### config.mk
export PLATFORM = sky130hd
export DESIGN_NAME = store_port
export DESIGN_NICKNAME = d
export VERILOG_FILES = /design/src/rtl/store_port_pkg.sv /design/src/rtl/store_fifo.sv /design/src/rtl/store_port.sv
export SDC_FILE = /design/constraint.sdc
export NUM_CORES = 1
export LEC_CHECK = 0
export BUFFER_PORTS_ARGS = -buffer_cell sky130_fd_sc_hd__buf_2
export CAP_MARGIN = 20
export CORE_MARGIN = 10
export CORE_UTILIZATION = 45
export CTS_BUF_LIST = sky130_fd_sc_hd__clkbuf_8
export CTS_CLUSTER_SIZE = 24
export DETAILED_ROUTE_END_ITERATION = 16
export PLACE_DENSITY = 0.71
export SYNTH_ARGS = -nofsm -noshare
export SYNTH_HDL_FRONTEND = slang
export SYNTH_HIERARCHICAL = 1
export SYNTH_SLANG_ARGS = --single-unit
### constraint.sdc
create_clock -name clock -period 2.7 [get_ports clock]
set_input_delay 0.675 -clock clock [delete_from_list [all_inputs] [get_ports clock]]
set_output_delay 0.675 -clock clock [all_outputs]
set_load 0.02 [all_outputs]
### src/rtl/store_port_pkg.sv
// Shared types and defaults for the posted-write store port.
package store_port_pkg;

  // Architectural register width used for store addresses and data.
  typedef logic [31:0] regval_t;

  // Default number of buffered stores.
  localparam int StorePortDepth = 4;

  // One buffered store as it sits in the posted-write queue.
  typedef struct packed {
    regval_t address;
    regval_t data;
  } store_entry_t;

endpackage

### src/rtl/store_fifo.sv
// In-order queue of pending stores with an occupancy count that tells
// full from empty, so the pointers can stay log2(DEPTH) bits and simply wrap.
module store_fifo
  import store_port_pkg::*;
#(
  parameter int  DEPTH = StorePortDepth,
  parameter type T     = store_entry_t
) (
  input  logic                   clock,
  input  logic                   reset,
  input  logic                   push,
  input  logic                   pop,
  input  T                       push_data,
  output logic                   full,
  output logic                   empty,
  output logic [$clog2(DEPTH):0] count,
  output T                       head
);

  localparam int PtrW = $clog2(DEPTH);
  localparam int CntW = PtrW + 1;

  T                mem_q [DEPTH];
  logic [PtrW-1:0] rd_ptr_q, rd_ptr_d;
  logic [PtrW-1:0] wr_ptr_q, wr_ptr_d;
  logic [CntW-1:0] count_q, count_d;
  logic            do_push;
  logic            do_pop;

  assign full    = (count_q == CntW'(DEPTH));
  assign empty   = (count_q == '0);
  assign do_push = push && !full;
  assign do_pop  = pop && !empty;
  assign count   = count_q;
  assign head    = mem_q[rd_ptr_q];

  // Next pointers and occupancy; a simultaneous push and pop leaves count unchanged.
  always_comb begin
    wr_ptr_d = wr_ptr_q;
    rd_ptr_d = rd_ptr_q;
    count_d  = count_q;
    if (do_push) wr_ptr_d = wr_ptr_q + PtrW'(1);
    if (do_pop)  rd_ptr_d = rd_ptr_q + PtrW'(1);
    case ({do_push, do_pop})
      2'b10:   count_d = count_q + CntW'(1);
      2'b01:   count_d = count_q - CntW'(1);
      default: count_d = count_q;
    endcase
  end

  // Control state; reset empties the queue and discards whatever was buffered.
  always_ff @(posedge clock or posedge reset) begin
    if (reset) begin
      wr_ptr_q <= '0;
      rd_ptr_q <= '0;
      count_q  <= '0;
    end else begin
      wr_ptr_q <= wr_ptr_d;
      rd_ptr_q <= rd_ptr_d;
      count_q  <= count_d;
    end
  end

  // Entry storage; contents are meaningless while count is zero, so no reset.
  always_ff @(posedge clock) begin
    if (do_push) mem_q[wr_ptr_q] <= push_data;
  end

endmodule

### src/rtl/store_port.sv
// Posted-write buffer between the write stage and a waitrequest-style bus.
// Stores are acknowledged on acceptance and drained strictly in order; a
// store stuck on the bus for TIMEOUT wait cycles raises a sticky bus_error
// that freezes both the accept and drain sides until reset.
module store_port
  import store_port_pkg::*;
#(
  parameter int DEPTH   = StorePortDepth,
  parameter int TIMEOUT = 255
) (
  input  logic                   clock,
  input  logic                   reset,
  input  logic                   address_enable,
  input  regval_t                address,
  input  regval_t                data,
  output logic                   data_valid,
  output logic                   bus_write,
  output regval_t                bus_address,
  output regval_t                bus_writedata,
  input  logic                   bus_waitrequest,
  output logic [$clog2(DEPTH):0] count,
  output logic                   idle,
  output logic                   bus_error
);

  // A zero TIMEOUT disables the watchdog; the counter then just saturates.
  localparam int               WaitW    = (TIMEOUT > 1) ? $clog2(TIMEOUT + 1) : 1;
  localparam logic [WaitW-1:0] WaitLast = (TIMEOUT > 0) ? WaitW'(TIMEOUT - 1) : '0;

  store_entry_t     push_entry;
  store_entry_t     head_entry;
  logic             fifo_full;
  logic             fifo_empty;
  logic             pop;
  logic [WaitW-1:0] wait_q, wait_d;
  logic             bus_error_q, bus_error_d;

  assign push_entry    = store_entry_t'{address: address, data: data};
  assign data_valid    = address_enable && !fifo_full && !bus_error_q;
  assign bus_write     = !fifo_empty && !bus_error_q;
  assign pop           = bus_write && !bus_waitrequest;
  assign bus_address   = head_entry.address;
  assign bus_writedata = head_entry.data;
  assign idle          = fifo_empty && !address_enable;
  assign bus_error     = bus_error_q;

  store_fifo #(
    .DEPTH (DEPTH),
    .T     (store_entry_t)
  ) u_fifo (
    .clock     (clock),
    .reset     (reset),
    .push      (data_valid),
    .pop       (pop),
    .push_data (push_entry),
    .full      (fifo_full),
    .empty     (fifo_empty),
    .count     (count),
    .head      (head_entry)
  );

  // Count consecutive stalled cycles on the head store and flag the one that hits TIMEOUT.
  always_comb begin
    wait_d      = wait_q;
    bus_error_d = bus_error_q;
    if (!bus_write || pop) begin
      wait_d = '0;
    end else if (wait_q != '1) begin
      wait_d = wait_q + WaitW'(1);
    end
    if ((TIMEOUT != 0) && bus_write && bus_waitrequest && (wait_q == WaitLast)) begin
      bus_error_d = 1'b1;
    end
  end

  // Watchdog state; bus_error stays set until reset.
  always_ff @(posedge clock or posedge reset) begin
    if (reset) begin
      wait_q      <= '0;
      bus_error_q <= 1'b0;
    end else begin
      wait_q      <= wait_d;
      bus_error_q <= bus_error_d;
    end
  end

endmodule
# After elaboration in Yosys (flattened, before gate mapping)
# Memory sizes are Yosys's and may differ from the RTL's.
# Index checks and enable logic that the tools add are counted.
[classes] n_addsub=5 eq_ne=5 n_mux=5 reduce_logical=19
[op_table] operator="$mux 8" n=2
[op_table] operator="$logic_and 1x1->1" n=9
[op_table] operator="$add 8x1->8 const B" n=1
[op_table] operator="$eq 8x8->1 const B" n=1
[op_table] operator="$ne 8x8->1 const B" n=1
[op_table] operator="$logic_not 1->1" n=6
[op_table] operator="$pmux 3 s2" n=1
[op_table] operator="$add 2x1->2 const B" n=2
[op_table] operator="$reduce_bool 2->1" n=2
[op_table] operator="$add 3x1->3 const B" n=1
[op_table] operator="$eq 3x3->1 const B" n=1
[op_table] operator="$logic_not 3->1" n=1
[op_table] operator="$sub 3x1->3 const B" n=1
[op_table] operator="$eq 2x1->1 const B" n=1
[op_table] operator="$eq 2x2->1 const B" n=1
[op_table] operator="$mux 1" n=2
[op_table] operator="$logic_or 1x1->1" n=1
[word_totals] reg_bits=16 ramBits=256 input_bits=68 output_inout_bits=71 word_cells=40 mem_count=1
[memory_table] name="u_fifo.mem_q" words=4 width=64 rd=1 rd_clocked_by_memory_dff=0 write_ports=1 line="store_fifo.sv:23" text="T mem_q [DEPTH];"

# Depth between registers and ports, before layout
[logic_depth] depth_word=7 mapped_depth=10 depth_no_buf=10

# Modules after synthesis
# Netlist, hierarchy kept.
[modules_own_cells] module="store_fifo" n_inst=1 cells_per_inst=372 area_per_inst_um2=9659.3 seq_area_each_um2=7862.5
[modules_own_cells] module="store_port" n_inst=1 cells_per_inst=51 area_per_inst_um2=490.5 seq_area_each_um2=225.2

# Least setup slack after synthesis
# No wires, ideal clock.
[synth_path] path_type="register to register" startpoint="reg u_fifo.count_q[2] (netlist: u_fifo/count[2])" endpoint="mem u_fifo/mem_q[0][0] in the netlist's numbering (enable)" setup_time_ns=0.429 t_arrival_ns=3.172 required_ns=2.271 path_slack_ns=-0.901 stages_incl_launch_ff=5 path_buffers=0 period_less_slack_ns=3.601 cell_sequence="dfrtp_1 > nor3b_2 > nor3b_1 > nor2b_2 > and2_1"
[synth_between] elab_chain_len=7
[synth_rtl] item="from (decl)" line="store_fifo.sv:26" text="logic [CntW-1:0] count_q, count_d;"
[synth_rtl] item="from (signal assigned)" line="store_fifo.sv:60" text="count_q <= count_d;"
[synth_rtl] item="$eq 3x3->1" line="store_fifo.sv:30" text="assign full = (count_q == CntW'(DEPTH));"
[synth_rtl] item="net fifo_full" line="store_port.sv:32" text="logic fifo_full;"
[synth_rtl] item="$logic_not 1->1" line="store_port.sv:39" text="assign data_valid = address_enable && !fifo_full && !bus_error_q;"
[synth_rtl] item="$logic_and 1x1->1 (2 in series)" line="store_port.sv:39"
[synth_rtl] item="net data_valid" line="store_port.sv:16" text="output logic data_valid,"
[synth_rtl] item="$logic_and 1x1->1" line="store_fifo.sv:32" text="assign do_push = push && !full;"
[synth_rtl] item="$mux 1" line="store_fifo.sv:66" text="if (do_push) mem_q[wr_ptr_q] <= push_data;"
[synth_rtl] item="$mux 1 (implied by the code)" line="store_fifo.sv:66"
[synth_rtl] item="to (decl)" line="store_fifo.sv:23"
# The timed path passes the listed nets, and every way through them passes these cells.

# Worst setup path in the final report
[layout_path] startpoint="reg u_fifo.rd_ptr_q[0]" endpoint="out bus_address[27]"
[layout_between] elab_chain_len=1
[layout_rtl] item="from (decl)" line="store_fifo.sv:24" text="logic [PtrW-1:0] rd_ptr_q, rd_ptr_d;"
[layout_rtl] item="from (signal assigned)" line="store_fifo.sv:59" text="rd_ptr_q <= rd_ptr_d;"
[layout_rtl] item="$mem_v2 4x64"
[layout_rtl] item="to (decl)" line="store_port.sv:18" text="output regval_t bus_address,"
# Every way passes these cells.

==> summary.md <==
| Metric | Value |
|---|---|
| Status | finished, violations left |
| Failing checks | negative setup slack |
| Clk pwr share | 23.1% |
| Worst vdd ir | 0.760 mV |
| Crit path max-delay cell type | mux4_2 |
| P_int | about 10000 uW |
| Critical path type | register to output pin |
| Pleak | 0.00452 uW |
| Clk_lat worst skew | about 0.52 ns |
| Final hold violations | 0 |
| Largest net degree at the start of global routing | 38 |
| Mapped Cells | 423 |
| Crit-path leading delay family | multiplexers |
| Sequential-to-total area share from yosys stat | between 70 and 80% |
| DRT iter0 DRCs | roughly 380 |
| Reg clk slew, reported paths | approximately 0.05 ns |
| Reg area | 8100 um^2 |
| Hpwl dp | 13.3 mm |
| Endpoint class of the critical path | output pin |
| Grt ovf | 0 |
| WHS | 0.0910 ns |
| Ys flop type | edfxtp_1 |
| Footprint of the multi-input gates | just under 2000 um^2 |
| P_sw | 4680 uW |
| WP data arrival | 2.03 ns |
| Minimum clock period | 2.70 ns |
| Die height | ~170 um |
| Max-slew violations | 0 |
| Hold Crit Class | input pin to asynchronous set/reset pin |
| DR pass1 iterations | 5 |
| Post-layout util | 57.8% |
| Vias per cell | between 5 and 6 |
| Setup Skew | 0.00934 ns |
| Die ar. | 29000 um^2 |
| Slowest cell delay on critical path | 0.54 ns |
| Root Buffer | clkbuf_8 |
| Post-route antenna net violation count | 0 |
| Area grow syn2layout | 25.5% |
| Post-Syn Area per Cell | 24.0 um^2 |
| Gate power share | 37.8% |
| Non-filler cells, final | 934 |
| Tightest Pin Transition | roughly 0.66 ns |
| Post-CTS Hold Fix Bufs | 0 |
| RSZ-0062 raised after global routing | true |
| Critical path required time | 2.03 ns |
| Worst-path cell chain | buf_12 -> clkbuf_16 -> mux4_2 -> buf_6 |
| Syn Nets | 499 |
| Initial antenna violation count | 3 |
| Yosys warns | 6 |
| Post-synth cell types | 36 |
| Clock Path Buffers | 3 |
| Final WS setup | -0.00287 ns |
| Row count | 54 |
| Nets | roughly 700 |
| Routed WL | 21.1 mm |
| Final setup vio count | 1 |
| GPL Wtd Cong | ~0.75 |
| Worst Path Buf+Inv | 3 |
| Cell area after synthesis | roughly 10000 um^2 |
| Max-Cap Viols | 0 |
| Fmax | 0.370 GHz |
| PD cells | 1170 nW/um^2 |
| Startpoint types | register |
| Clock Sinks | 272 |
| Drc violations | 0 |
| #FFs+latches synth | 272 |
| Core area | 22000 um^2 |
| Flop pwr share | slightly below 40% |
| Port-buffer cells | 138 |
| First-pass GRT wire length | 31.8 mm |
| Filler instances | 1600 |
| TritonCTS Buffers | 44 |
| Via count of the routed design | 5020 |
| Starting density of the core | 46.1% |
| Period utilisation layout | 100% |
| Post-synth EDFFs | 256 |
| I/O Pins | 139 |
| CP max FO | 6 |
| Vias in the first global route | 5387 |
| Share of synthesized flip-flops with an asynchronous set or reset | 5.88% |
| Global Route Usage Sum | 14.4% |
| Wire per inst | 22.6 um |
| Placed cell count | about 840 |
| Rel. slew slack | 56.1% |
| Layout cells sized above 1 | between 40% and 50% |
| Chip Width | 170 um |
| Sw Share | 31.4% |
| H-tree depth | 2 |
| CTS tree | done |
-- power by group through the flow --
stage          logic (uW)  clock network (uW)  registers, uW
3_3_place_gp         4660                   0           5880
3_5_place_dp         4710                   0           5940
4_1_cts              5250                3540           5830
6_report             5630                3440           5820
5_1_grt              6000                3750           5890
2_1_floorplan        3110                   0           5840
-- what timing repair did --
action	CTS	global route
resized for setup	25	53
gates cloned	4	3
setup buffers	4	0
setup endpoints to repair	64	48
-- worst paths after layout --
path | startpoint | end | slack [ns] | depth (start not counted)
hold reg to reg | u_fifo/count[2]$_DFFE_PP0P_ | u_fifo/count[2]$_DFFE_PP0P_ | 0.55 | 1
max in group asynchronous | reset | wait_q[0]$_DFFE_PP0P_ | 2.32 | 2
hold / removal | reset | u_fifo/count[0]$_DFFE_PP0P_ | 0.09 | 2
min in group clock | data[2] | u_fifo/mem_q[1][2]$_DFFE_PP_ | 0.36 | 1
setup reg to reg | u_fifo/count[0]$_DFFE_PP0P_ | u_fifo/count[2]$_DFFE_PP0P_ | 0.50 | 9
setup / recovery | u_fifo/rd_ptr_q[0]$_DFFE_PP0P_ | bus_address[27] | -0.003 | 4
-- logic make-up (layout without fill, tap and decap cells) --
family                   after synthesis  count (layout)  share of synthesized area (%)
XOR/XNOR                               6               6                          0.518
multiplexers                          66              66                           14.4
flip-flops                           272             272                           79.7
adder cells (fa/ha/maj)                8               8                           1.06
buffers and inverters                 24             254                           1.41
AND/OR/NAND/NOR                       31              31                           1.84
other                                  0               1                              0
AO/OA/AOI/OAI                         16              16                           1.08
-- layer usage --
metal | vias to the layer above | share of wire (%) | global-route usage [%] | routed length, um
met5 | - | 0.10 | 0 | 21
met2 | 226 | 50 | 23.1 | 10400
met1 | 2561 | 40 | 18.6 | 8500
li1 | 2191 | - | - | -
met4 | 4 | 1.5 | 3.93 | 307
met3 | 38 | 8.5 | 4.65 | 1800
-- per-stage QoR --
step                power [uW]  setup WS, ns  cell area [um^2]  setup TNS (ns)
floorplan                 8960        -0.207             10200          -53.03
global placement         10500         0.429             11400               0
detailed placement       10700         0.365             11400               0
CTS                      14600       -0.0461             12500          -0.540
global route             15600       -0.0734             12700           -2.06
finish                   14900      -0.00287             12700        -0.00287
-- synth_stat cells, drive strengths merged, types with 3 or more instances --
library cell / instances / area, um^2
xor2: 3 / 26.3
xnor2: 3 / 26.3
and2: 4 / 25.0
dfrtp: 16 / 400
o21ai: 4 / 20.0
a31oi: 4 / 25.0
nor2: 3 / 11.3
nand2: 4 / 15.0
nor3b: 3 / 27.5
edfxtp: 256 / 7690
ha: 7 / 87.6
buf: 13 / 101
inv: 10 / 37.5
mux4: 64 / 1440
nor3: 7 / 35.0
-- layout by cell type (no fill, tap or decap), types with 14 or more instances in the layout --
cell      Yosys  final
inv_1        10     18
buf_12        0     15
buf_6         5     35
mux4_2       64     64
clkinv_1      0     14
dfrtp_1      16     14
clkbuf_8      0     45
edfxtp_1    256    256
buf_2         6    103
-- registers in the layout, indices dropped and copies added (netlist names) --
register and flops:
bus_error 1, u_fifo/count 3, u_fifo/mem_q 256, u_fifo/rd_ptr_q 2, u_fifo/wr_ptr_q 2, wait_q 8
-- area by class of cell --
class / count / share of cell area, %
multi-input cells: 127 / 15.1
well taps: 280 / 2.75
inverters: 10 / 0.295
clock inverters: 33 / 1.92
flip-flops and latches: 272 / 63.5
clock buffers: 45 / 4.86
diodes: 1 / 0.0196
repair buffers: 166 / 11.5
Power figures use the tool's default switching activity.
